--- config.mk ---
export PLATFORM = sky130hd
export DESIGN_NAME = bullet_manager
export DESIGN_NICKNAME = d
export VERILOG_FILES = /design/src/rtl/bullet_manager.sv
export SDC_FILE = /design/constraint.sdc
export NUM_CORES = 1
export LEC_CHECK = 0
export ABC_AREA = 1
export CAP_MARGIN = 20
export CELL_PAD_IN_SITES_DETAIL_PLACEMENT = 1
export CELL_PAD_IN_SITES_GLOBAL_PLACEMENT = 2
export CORE_ASPECT_RATIO = 0.7
export CORE_UTILIZATION = 29
export CTS_BUF_LIST = sky130_fd_sc_hd__clkbuf_4
export CTS_CLUSTER_DIAMETER = 50
export DETAILED_ROUTE_END_ITERATION = 8
export HOLD_SLACK_MARGIN = 0.15
export MAX_ROUTING_LAYER = met4
export PLACE_DENSITY = 0.95
export SYNTH_ARGS = -nofsm -noshare
export SYNTH_HDL_FRONTEND = slang
export SYNTH_SLANG_ARGS = --single-unit
--- constraint.sdc ---
create_clock -name clk -period 3.7 [get_ports clk]
set_input_delay 0.555 -clock clk [delete_from_list [all_inputs] [get_ports clk]]
set_output_delay 0.555 -clock clk [all_outputs]
set_load 0.02 [all_outputs]
--- src/rtl/bullet_manager.sv ---
// bullet_manager
//   Owns the three bullet slots. It accepts fire requests from the blockieee
//   column and moves live bullets up the playfield on a divided game tick.
//   On each tick it checks the cell a bullet is about to enter against the
//   ddaver grid, and it reports any hits.
//
// Ports
//   clk, rst_n      system clock, synchronous active-low reset
//   game_run        1 = play, 0 = pause (tick frozen, fire ignored)
//   blockPos        blockieee column, valid 0..COLS-1
//   fire_req        level fire request
//   fire_color      bullet colour, 0 = invalid
//   fire_ack        combinational pulse, high in the cycle a fire is accepted
//   ddState         ddaver grid, 0 = empty cell
//   bullState/X/Y   registered slot colour (0 = empty), column and row
//   hit_valid       per-slot one-cycle hit pulse
//   hit_row/col     grid cell of the hit
//   hit_color       colour of the bullet that hit
//
// Slot FSM
//   state   | meaning
//   FREE    | slot empty, bullState/X/Y all zero, may take a new fire
//   FLY     | bullet live, rises one row per tick until it hits or exits
module bullet_manager #(
  parameter int MOVE_DIV = 2500000,
  parameter int COOLDOWN = 1250000,
  parameter int SPAWN_Y  = 15,
  parameter int ROWS     = 5,
  parameter int COLS     = 6
) (
  input  logic       clk,
  input  logic       rst_n,
  input  logic       game_run,
  input  logic [3:0] blockPos,
  input  logic       fire_req,
  input  logic [1:0] fire_color,
  output logic       fire_ack,
  input  logic [2:0] ddState   [0:ROWS-1][0:COLS-1],
  output logic [1:0] bullState [0:2],
  output logic [3:0] bullX     [0:2],
  output logic [3:0] bullY     [0:2],
  output logic [2:0] hit_valid,
  output logic [2:0] hit_row   [0:2],
  output logic [2:0] hit_col   [0:2],
  output logic [1:0] hit_color [0:2]
);

  localparam logic [0:0] ST_FREE = 1'b0;
  localparam logic [0:0] ST_FLY  = 1'b1;

  localparam int TICK_W = (MOVE_DIV > 1) ? $clog2(MOVE_DIV) : 1;
  localparam int COOL_W = (COOLDOWN > 0) ? $clog2(COOLDOWN + 1) : 1;

  localparam logic [TICK_W-1:0] TICK_LAST = TICK_W'(MOVE_DIV - 1);
  localparam logic [COOL_W-1:0] COOL_LOAD = COOL_W'(COOLDOWN);
  localparam logic [3:0]        COLS_L    = 4'(COLS);
  localparam logic [3:0]        SPAWN_L   = 4'(SPAWN_Y);

  logic [0:0]        slot_st [0:2];
  logic [TICK_W-1:0] tick_cnt;
  logic [COOL_W-1:0] cool;
  logic              tick;
  logic              accept;
  logic              any_free;
  logic [2:0]        fire_slot;
  logic [3:0]        ny [0:2];
  logic [2:0]        cell_hit;

  assign tick = (tick_cnt == TICK_LAST) && game_run;

  // Lowest-index free slot, judged on registered state only, so a slot
  // freed on this edge cannot also be refilled on it.
  always_comb begin
    fire_slot = 3'b000;
    any_free  = 1'b0;
    for (int s = 0; s < 3; s++) begin
      if (slot_st[s] == ST_FREE && !any_free) begin
        fire_slot[s] = 1'b1;
        any_free     = 1'b1;
      end
    end
  end

  assign accept = rst_n && game_run && fire_req && (fire_color != 2'd0) &&
                  (blockPos < COLS_L) && (cool == '0) && any_free;
  assign fire_ack = accept;

  // Cell each bullet would enter on the next tick. Rows at or beyond ROWS
  // never match, so bullets below the grid fly freely.
  always_comb begin
    cell_hit = 3'b000;
    for (int s = 0; s < 3; s++) begin
      ny[s] = bullY[s] - 4'd1;
      for (int r = 0; r < ROWS; r++) begin
        for (int c = 0; c < COLS; c++) begin
          if (ny[s] == 4'(r) && bullX[s] == 4'(c) && ddState[r][c] != 3'd0)
            cell_hit[s] = 1'b1;
        end
      end
    end
  end

  always_ff @(posedge clk) begin
    if (!rst_n) begin
      tick_cnt  <= '0;
      cool      <= '0;
      hit_valid <= 3'b000;
      for (int s = 0; s < 3; s++) begin
        slot_st[s]   <= ST_FREE;
        bullState[s] <= 2'd0;
        bullX[s]     <= 4'd0;
        bullY[s]     <= 4'd0;
        hit_row[s]   <= 3'd0;
        hit_col[s]   <= 3'd0;
        hit_color[s] <= 2'd0;
      end
    end else begin
      hit_valid <= 3'b000;

      if (game_run)
        tick_cnt <= tick ? '0 : tick_cnt + 1'b1;

      if (accept)
        cool <= COOL_LOAD;
      else if (cool != '0)
        cool <= cool - 1'b1;

      for (int s = 0; s < 3; s++) begin
        if (accept && fire_slot[s]) begin
          // Fresh bullet sits at the spawn row even if this is a tick edge.
          slot_st[s]   <= ST_FLY;
          bullState[s] <= fire_color;
          bullX[s]     <= blockPos;
          bullY[s]     <= SPAWN_L;
        end else if (tick && slot_st[s] == ST_FLY) begin
          if (bullY[s] == 4'd0) begin
            slot_st[s]   <= ST_FREE;
            bullState[s] <= 2'd0;
            bullX[s]     <= 4'd0;
            bullY[s]     <= 4'd0;
          end else if (cell_hit[s]) begin
            slot_st[s]   <= ST_FREE;
            bullState[s] <= 2'd0;
            bullX[s]     <= 4'd0;
            bullY[s]     <= 4'd0;
            hit_valid[s] <= 1'b1;
            hit_row[s]   <= ny[s][2:0];
            hit_col[s]   <= bullX[s][2:0];
            hit_color[s] <= bullState[s];
          end else begin
            bullY[s] <= ny[s];
          end
        end
      end
    end
  end

endmodule

Word-level counts from Yosys, hierarchy flattened
Memories as Yosys holds them, arrays and structs flattened. Index checks and enable logic that the tools add are counted.

Register bits after elaboration: 100. Memory bits (writable): 3. Bits of input ports: 100. Output and inout port bits: 58. Memories kept: 1.

Memories: slot_st (depth 3, bits a word 1, read ports 3, clocked after Yosys merged registers in 0, write ports 3, RTL line 59) `logic [0:0] slot_st [0:2];`.

Add/sub/neg operators: 5. Magnitude comparators: 1. Equality and inequality tests: 28. Muxes and demuxes: 186. Bitwise operators: 18. Reduce and logical (&&, ||, !) cells: 252.

Operators by type and width (number): $logic_and A1 B1 Y1 (195); $mux W1 (147); $reduce_bool A3 Y1 (33); $mux W4 (24); $eq A4 B2 Y1 const B (12); $mux W21 (2); $eq A4 B3 Y1 const B (9); $logic_not A4 Y1 (9); $eq A4 B1 Y1 const B (6); $mux W2 (12); $add A22 B1 Y22 const B (1); $eq A22 B22 Y1 const B (1); $mux W22 (1); $logic_not A21 Y1 (1); $reduce_bool A21 Y1 (1); $sub A21 B1 Y21 const B (1); $reduce_and A4 Y1 (3); $sub A4 B1 Y4 const B (3); $reduce_bool A2 Y1 (5); $not A1 Y1 (9); $or A1 B1 Y1 (9); $reduce_and A2 Y1 (3); $lt A4 B3 Y1 const B (1); $reduce_or A2 Y1 (1); $logic_not A1 Y1 (1).

Longest topological paths before layout
Gate-level depths: netlist (run 1).

Depth after elaboration: 41. Gate-level depth with buffers: 16.

Worst setup path after synthesis (run 1)
No wires, ideal clock.

Kind: reg-to-reg. Start: reg bullY[4] (netlist name). End: mem slot_st[0], data pin. Arrival: 1.896 ns. Slack: 1.544 ns. Cell stages (with the launch flop): 14. Buffers on the path: 1. Clock period less this slack: 2.156 ns. Path through: dfxtp_1 inv_1 ha_1 xnor2_1 inv_1 nand2_1 nor2_1 o31ai_1 nand2_1 buf_4 nand3_4 nand2_1 nor2_1 a21oi_1.

RTL lines: from (decl) (RTL line 41) `output logic [3:0] bullY [0:2],`; from (signal, indexed assignment) (RTL line 151) `bullY[s] <= ny[s];`; to (decl) (RTL line 59).

Worst setup path after layout (run 1)
Start: reg cool[0]. End: out fire_ack.

Word-level cells in the longest chain between the ends: 3.

Ends and longest elaborated chain: from (decl) (RTL line 61) `logic [COOL_W-1:0] cool;`; from (signal assigned) (RTL line 126) `cool <= cool - 1'b1;`; $logic_not A21 Y1 (RTL line 85) `(blockPos < COLS_L) && (cool == '0) && any_free;`; $logic_and A1 B1 Y1 (2 in series) (RTL line 85); to (decl) (RTL line 37) `output logic fire_ack,`.

Every way passes these cells.

==> impl_metrics.py, run 1 <==
metrics = {
    "placed_design": {
        "dp_slack_ps": 424,
        "dp_hpwl_um": 17800,
        "io_buffers": 157,
        "dp_cells": 1394,
        "place_area_um2": 8120,
        "gp_congestion": 0.923,
    },
    "finish": {
        "area_delta_synth_final_pct": 32.6,
        "multi_input_area_um2": 3540,
        "final-seq-area_um2": 2080,
        "fin_area_um2": 8260,
        "final_util_pct": 39.6,
        "fill_cells": 2686,
        "diodes": 0,
        "layout.cells.non_filler": 1413,
        "drive_gt1_share_pct": 5.80,
        "nets": 1249,
    },
    "clocking": {
        "cts_resized": 0,
        "h-tree-depth": 3,
        "cts_hold_buf": 0,
        "cts_tree": "done",
        "clock_path_buffers": 2,
        "clk_pin_slew_ps": 160,
        "numCtsBuffers": 9,
        "insertion_delay_ps": 480,
        "clockRootBuffer": "clkbuf_4",
        "cts.sinks": 103,
    },
    "detailed_routing": {
        "dr.pass1.iters": 4,
        "wl_per_cell_um": 15.5,
        "routed-via-count": 6763,
        "drt_first_iter_violations": 431,
        "via_per_inst": 4.79,
        "drt-total-wl_um": 22000,
        "ant_nets": 0,
        "drcViolationCount": 0,
    },
    "yosys": {
        "synthCells": 968,
        "yosys.area_share.simple_pct": 39.2,
        "synth.net_count": 1085,
        "synth.distinct_cells": 55,
        "yosys.area.top_type": "dfxtp_1",
        "synth_top_area_share_pct": 32.5,
        "muxShareOfSynthArea_pct": 0,
        "yosysSeqAreaShare_pct": 33.4,
        "synth_area_um2": 6230,
        "synth_xor_area_share_pct": 2.11,
        "synth-seq-cells": 103,
        "ys.flop_type": "dfxtp_1",
        "synth_compound_area_share_pct": 12.2,
        "async_flop_share_pct": 0,
        "synth_area_leaders": "dfxtp_1 32%, nand2_1 16%, nor2_1 8.9%",
        "syn_area_per_cell_um2": 6.43,
        "ys_warn_count": 0,
        "synth_fa_ha_area_share_pct": 3.42,
        "synth_edf_count": 2,
        "synth_top_family_by_area": "simple AND/OR/NAND/NOR gates",
    },
    "critical_path": {
        "startpoint_type": "flop",
        "r2r_setup_slack_ps": 1020,
        "cp_max_fo": 7,
        "cp.arrival_ps": 2800,
        "crit_required_ps": 3140,
        "worstSetupPathType": "flop to output pin",
        "worst_setup_path_end_kind": "output pin",
    },
    "worst_hold_path": {
        "hp-class": "flop to flop",
    },
    "timing": {
        "period_minus_slack_ps": 3350,
        "slew_viol_final": 0,
        "worst_pin_slew_ps": 591,
        "slew_headroom_pct": 60.3,
        "final-hold-violation-count": 0,
        "hold_ws_ps": 490,
        "fmax_mhz": 298,
        "rsz0062_at_grt": "false",
        "fin_setup_tns_ps": 0,
        "setup_violations": 0,
        "post-route-period-util_pct": 90.5,
        "setup_slack_ps": 350,
        "skew_ps": 26.6,
    },
    "die": {
        "die_h_um": 125,
        "io_pins": 158,
        "die_w_um": 177,
        "dieArea_um2": 22100,
        "initial_core_util_pct": 29.8,
        "core_region_area_um2": 20900,
        "std_cell_rows": 44,
    },
    "power": {
        "p_switching_mw": 0.854,
        "ir_drop_mv": 0.131,
        "combPwrFrac_pct": 28.5,
        "leakage_nw": 3.53,
        "seq_power_share_pct": 50.2,
        "switching_share_pct": 34.1,
        "power_mw": 2.50,
        "powerDensity_nw_per_um2": 303,
        "p_int_mw": 1.65,
        "clock_power_share_pct": 21.3,
    },
    "grt": {
        "overflow": 0,
        "grt_pass1_vias": 6632,
        "grt_pass1_wl_um": 35300,
        "grt_usage_pct": 20.9,
        "grt_max_degree": 42,
        "antenna_found_initial": 0,
    },
    "run": {
        "drv_cap": 0,
    },
    "run_status": {
        "status": "finished, final reports clean",
    },
}
-- logic make-up after synthesis --
family / after synthesis
compound gates: 134
xor+xnor: 15
fa+ha+maj: 17
buf+inv: 155
flops: 103
simple gates: 544
-- cell usage after synthesis, types with 2 or more instances --
master and instances:
nand2_1 258, nor2_1 147, inv_1 134, dfxtp_1 101, a21oi_1 64, nand3_1 52
o21ai_0 35, nor3_1 32, ha_1 17, nand4_1 13, xor2_1 9, inv_2 7
o21ai_1 7, clkbuf_1 6, o31ai_1 6, xnor2_1 6, nand2_2 5, nor3_2 5
nor4_1 5, nand2_4 3, nor2_4 3, nor3_4 3, o21a_1 3, o22ai_1 3
or2_2 3, a21oi_2 2, a221oi_1 2, a31oi_1 2, buf_1 2, buf_2 2
buf_4 2, edfxtp_1 2, nor2_2 2, nor3b_1 2, nor4_2 2, o211ai_1 2
-- flip-flops by register name, indices dropped and copies added (netlist names), 6 cells and up --
register / cells
tick_cnt: 22
cool: 21
bullX: 12
bullY: 12
hit_col: 9
hit_row: 9
bullState: 6
hit_color: 6
-- metal layers --
metal / part of all wire [%] / global-route usage, % / vias up
li1: - / - / 3418
met1: 52 / 30.5 / 3196
met2: 43 / 30.3 / 134
met3: 4.7 / 3.36 / 15
met4: 0.87 / 3.50 / 0
met5: 0 / - / -
-- cell usage in the layout, fill, tap and decap left out, types with 9 or more instances in the layout --
master and n:
a21oi_1 64, buf_4 9, clkbuf_4 10, clkdlybuf4s50_1 157
dfxtp_1 101, ha_1 17, inv_1 134, nand2_1 258
nand3_1 52, nand4_1 13, nor2_1 147, nor3_1 32
o21ai_0 35, xor2_1 9
-- worst paths after layout --
check                                            from                        to  cells past startpoint
worst max-delay path             cool[0]$_SDFFE_PP0P_                  fire_ack                     11
worst min register to register   cool[0]$_SDFFE_PP0P_      cool[0]$_SDFFE_PP0P_                      2
worst max register to register  bullY[4]$_SDFFE_PN0P_  slot_st[1]$_SDFFCE_PP0P_                     12
worst min-delay path             cool[0]$_SDFFE_PP0P_      cool[0]$_SDFFE_PP0P_                      2
-- power groups by stage --
stage | combinational [mW] | sequential [mW] | clock [mW]
after floorplan | 0.456 | 1.26 | 0
after global routing | 0.807 | 1.27 | 0.608
after detailed placement | 0.695 | 1.28 | 0
final | 0.714 | 1.26 | 0.535
after CTS | 0.697 | 1.26 | 0.560
after global placement | 0.667 | 1.28 | 0
-- final cells by class --
type	count	area share, %
multi-input cells	710	42.9
flip-flops and latches	103	25.2
repair buffers	166	19.8
inverters	142	6.48
well taps	276	4.18
clock buffers	10	0.909
clock inverters	6	0.455
-- what timing repair did --
item                                    CTS  global route
endpoints found under the setup margin    0             1
setup buffers                             0             3
endpoints found under the hold margin     0             0
-- critical path: stages, from the launching register on --
cell and delay (ps):
dfxtp_1 340, inv_1 80, ha_1 190, nand2_1 80
nor2_1 150, nand2_1 140, nor2_4 230, nand2_2 100
inv_2 130, o21ai_1 180, inv_1 100, clkdlybuf4s50_1 590
Note: power is estimated with default switching activity, not from simulation.
==> run 2, diff against run 1 <==
Settings changed: CELL_PAD_IN_SITES_DETAIL_PLACEMENT 1 to 2.
==> impl_metrics.py, run 2 (synthesized netlist as in run 1, its figures left out) <==
metrics = {
    "grt": {
        "grt_usage_pct": 24.8,
        "antenna_found_initial": 0,
        "grt_pass1_wl_um": 41500,
        "grt_pass1_vias": 7635,
        "grt_max_degree": 42,
        "overflow": 0,
    },
    "detailed_routing": {
        "met2WireLength_um": 12800,
        "wl_met1_um": 12100,
        "drt_first_iter_violations": 384,
        "route.top_layer_used": "met4",
        "drt-total-wl_um": 26400,
        "wl_per_cell_um": 18.7,
        "dr.pass1.iters": 5,
        "via_per_inst": 5.04,
        "ant_nets": 0,
        "routed-via-count": 7121,
        "met3_length_um": 1300,
        "drcViolationCount": 0,
    },
    "die": {
        "die_w_um": 177,
        "core_region_area_um2": 20900,
        "io_pins": 158,
        "die_h_um": 125,
        "std_cell_rows": 44,
        "initial_core_util_pct": 29.8,
        "dieArea_um2": 22100,
    },
    "clocking": {
        "cts_hold_buf": 0,
        "numCtsBuffers": 9,
        "cts.sinks": 103,
        "clock_path_buffers": 2,
        "insertion_delay_ps": 490,
        "h-tree-depth": 3,
        "clk_pin_slew_ps": 180,
        "cts_tree": "done",
        "clockRootBuffer": "clkbuf_4",
    },
    "power": {
        "p_switching_mw": 0.925,
        "clock_power_share_pct": 21.9,
        "switching_share_pct": 35.8,
        "powerDensity_nw_per_um2": 313,
        "ir_drop_mv": 0.175,
        "seq_power_share_pct": 48.7,
        "combPwrFrac_pct": 29.4,
        "p_int_mw": 1.66,
        "leakage_nw": 3.55,
    },
    "timing": {
        "skew_ps": 30.5,
        "period_minus_slack_ps": 3060,
        "fin_setup_tns_ps": 0,
        "fmax_mhz": 327,
        "post-route-period-util_pct": 82.6,
        "setup_violations": 0,
        "rsz0062_at_grt": "false",
        "slew_viol_final": 0,
        "slew_headroom_pct": 57.8,
        "final-hold-violation-count": 0,
        "worst_pin_slew_ps": 628,
        "hold_ws_ps": 504,
    },
    "placed_design": {
        "io_buffers": 157,
        "gp_congestion": 0.923,
        "dp_cells": 1394,
        "dp_hpwl_um": 20800,
    },
    "worst_hold_path": {
        "hold_end": "bullState[4]$_SDFFE_PN0P_",
        "min_delay_path_depth": 2,
        "hp-class": "flop to flop",
        "worstHoldStart": "bullState[4]$_SDFFE_PN0P_",
    },
    "finish": {
        "largest_reg_flops": 22,
        "layout_common_cells": "258 x nand2_1, 156 x clkdlybuf4s50_1, 146 x nor2_1, 134 x inv_1, 101 x dfxtp_1",
        "diodes": 0,
        "fill_cells": 2519,
        "layout.cells.non_filler": 1413,
        "top_register": "tick_cnt",
        "multi_input_area_um2": 3550,
        "area_delta_synth_final_pct": 32.7,
        "drive_gt1_share_pct": 5.98,
        "final_util_pct": 39.6,
        "nets": 1249,
        "final_common_cell": "nand2_1",
        "final-seq-area_um2": 2080,
        "top_regs": "tick_cnt: 22 flops, cool: 21 flops",
    },
    "critical_path": {
        "rr_startpoint": "bullY[4]$_SDFFE_PN0P_",
        "cp_max_fo": 8,
        "worstSetupPathType": "flop to output pin",
        "r2r_end": "slot_st[1]$_SDFFCE_PP0P_",
        "worst_setup_path_end_kind": "output pin",
        "r2r_setup_slack_ps": 790,
        "startpoint_type": "flop",
        "crit_required_ps": 3140,
        "reg2reg_depth": 12,
        "cp.arrival_ps": 2500,
    },
    "run_status": {
        "status": "finished, final reports clean",
    },
    "run": {
        "drv_cap": 0,
    },
}
run 2: cell types whose count changed in the layout (fill, tap and decap cells not counted), sizes merged:
cell           previous run  this run
inv                     142       143
clkinvlp                  1         2
dlymetal6s2s              0         1
clkinv                    5         2
clkbuf                   10        11
clkdlybuf4s50           157       156
run 2: repair_timing:
action	4_1_cts	5_1_grt
buffers inserted	0	3
endpoints found under the setup margin	0	1
gates resized for setup	0	2
run 2: area by class of cell:
class                   count  share of cell area [%]
multi-input cells         710                    42.9
inverters                 142                    6.48
flip-flops and latches    103                    25.2
well taps                 276                    4.18
repair buffers            166                    19.9
clock buffers              11                   0.999
clock inverters             5                   0.394
run 2: worst max path at each step:
stage | from | to | slack (ps) | cells after the start
floorplan | bullY[4]$_SDFFE_PN0P_ | slot_st[0]$_SDFFCE_PP0P_ | 1540 | 13
global placement | game_run | fire_ack | 460 | 8
global route | cool[0]$_SDFFE_PP0P_ | fire_ack | 400 | 11
CTS | cool[9]$_SDFFE_PN0P_ | fire_ack | 140 | 10
finish | cool[9]$_SDFFE_PN0P_ | fire_ack | 640 | 10
detailed placement | game_run | fire_ack | 350 | 8
run 2: worst max-delay path: stages (launching register included):
cell	delay [ps]
dfxtp_1	380
nor2_2	210
nand2_1	150
nor2_1	130
nand2_1	140
nor2_4	250
nand2_2	110
inv_2	140
o21ai_1	200
inv_1	90
dlymetal6s2s_1	220
run 2: stage by stage:
stage	setup WS (ps)	cell area [um^2]	power, mW
detailed placement	354	8120	2.00
global placement	458	8120	1.94
CTS	138	8240	2.58
floorplan	1540	6230	1.72
global route	402	8270	2.74
finish	642	8270	2.59
run 2: layer usage:
metal,up-vias,GRT usage [%]
li1,3415,-
met1,3530,32.0
met2,155,41.0
met3,21,3.85
met4,0,4.72
met5,-,-
run 2: power groups by stage:
stage                     combinational [mW]  sequential [mW]  clock, mW
final                                  0.760             1.26      0.567
after global routing                   0.842             1.27      0.627
after CTS                              0.736             1.26      0.586
after detailed placement               0.721             1.28          0
after global placement                 0.667             1.28          0
after floorplan                        0.456             1.26          0
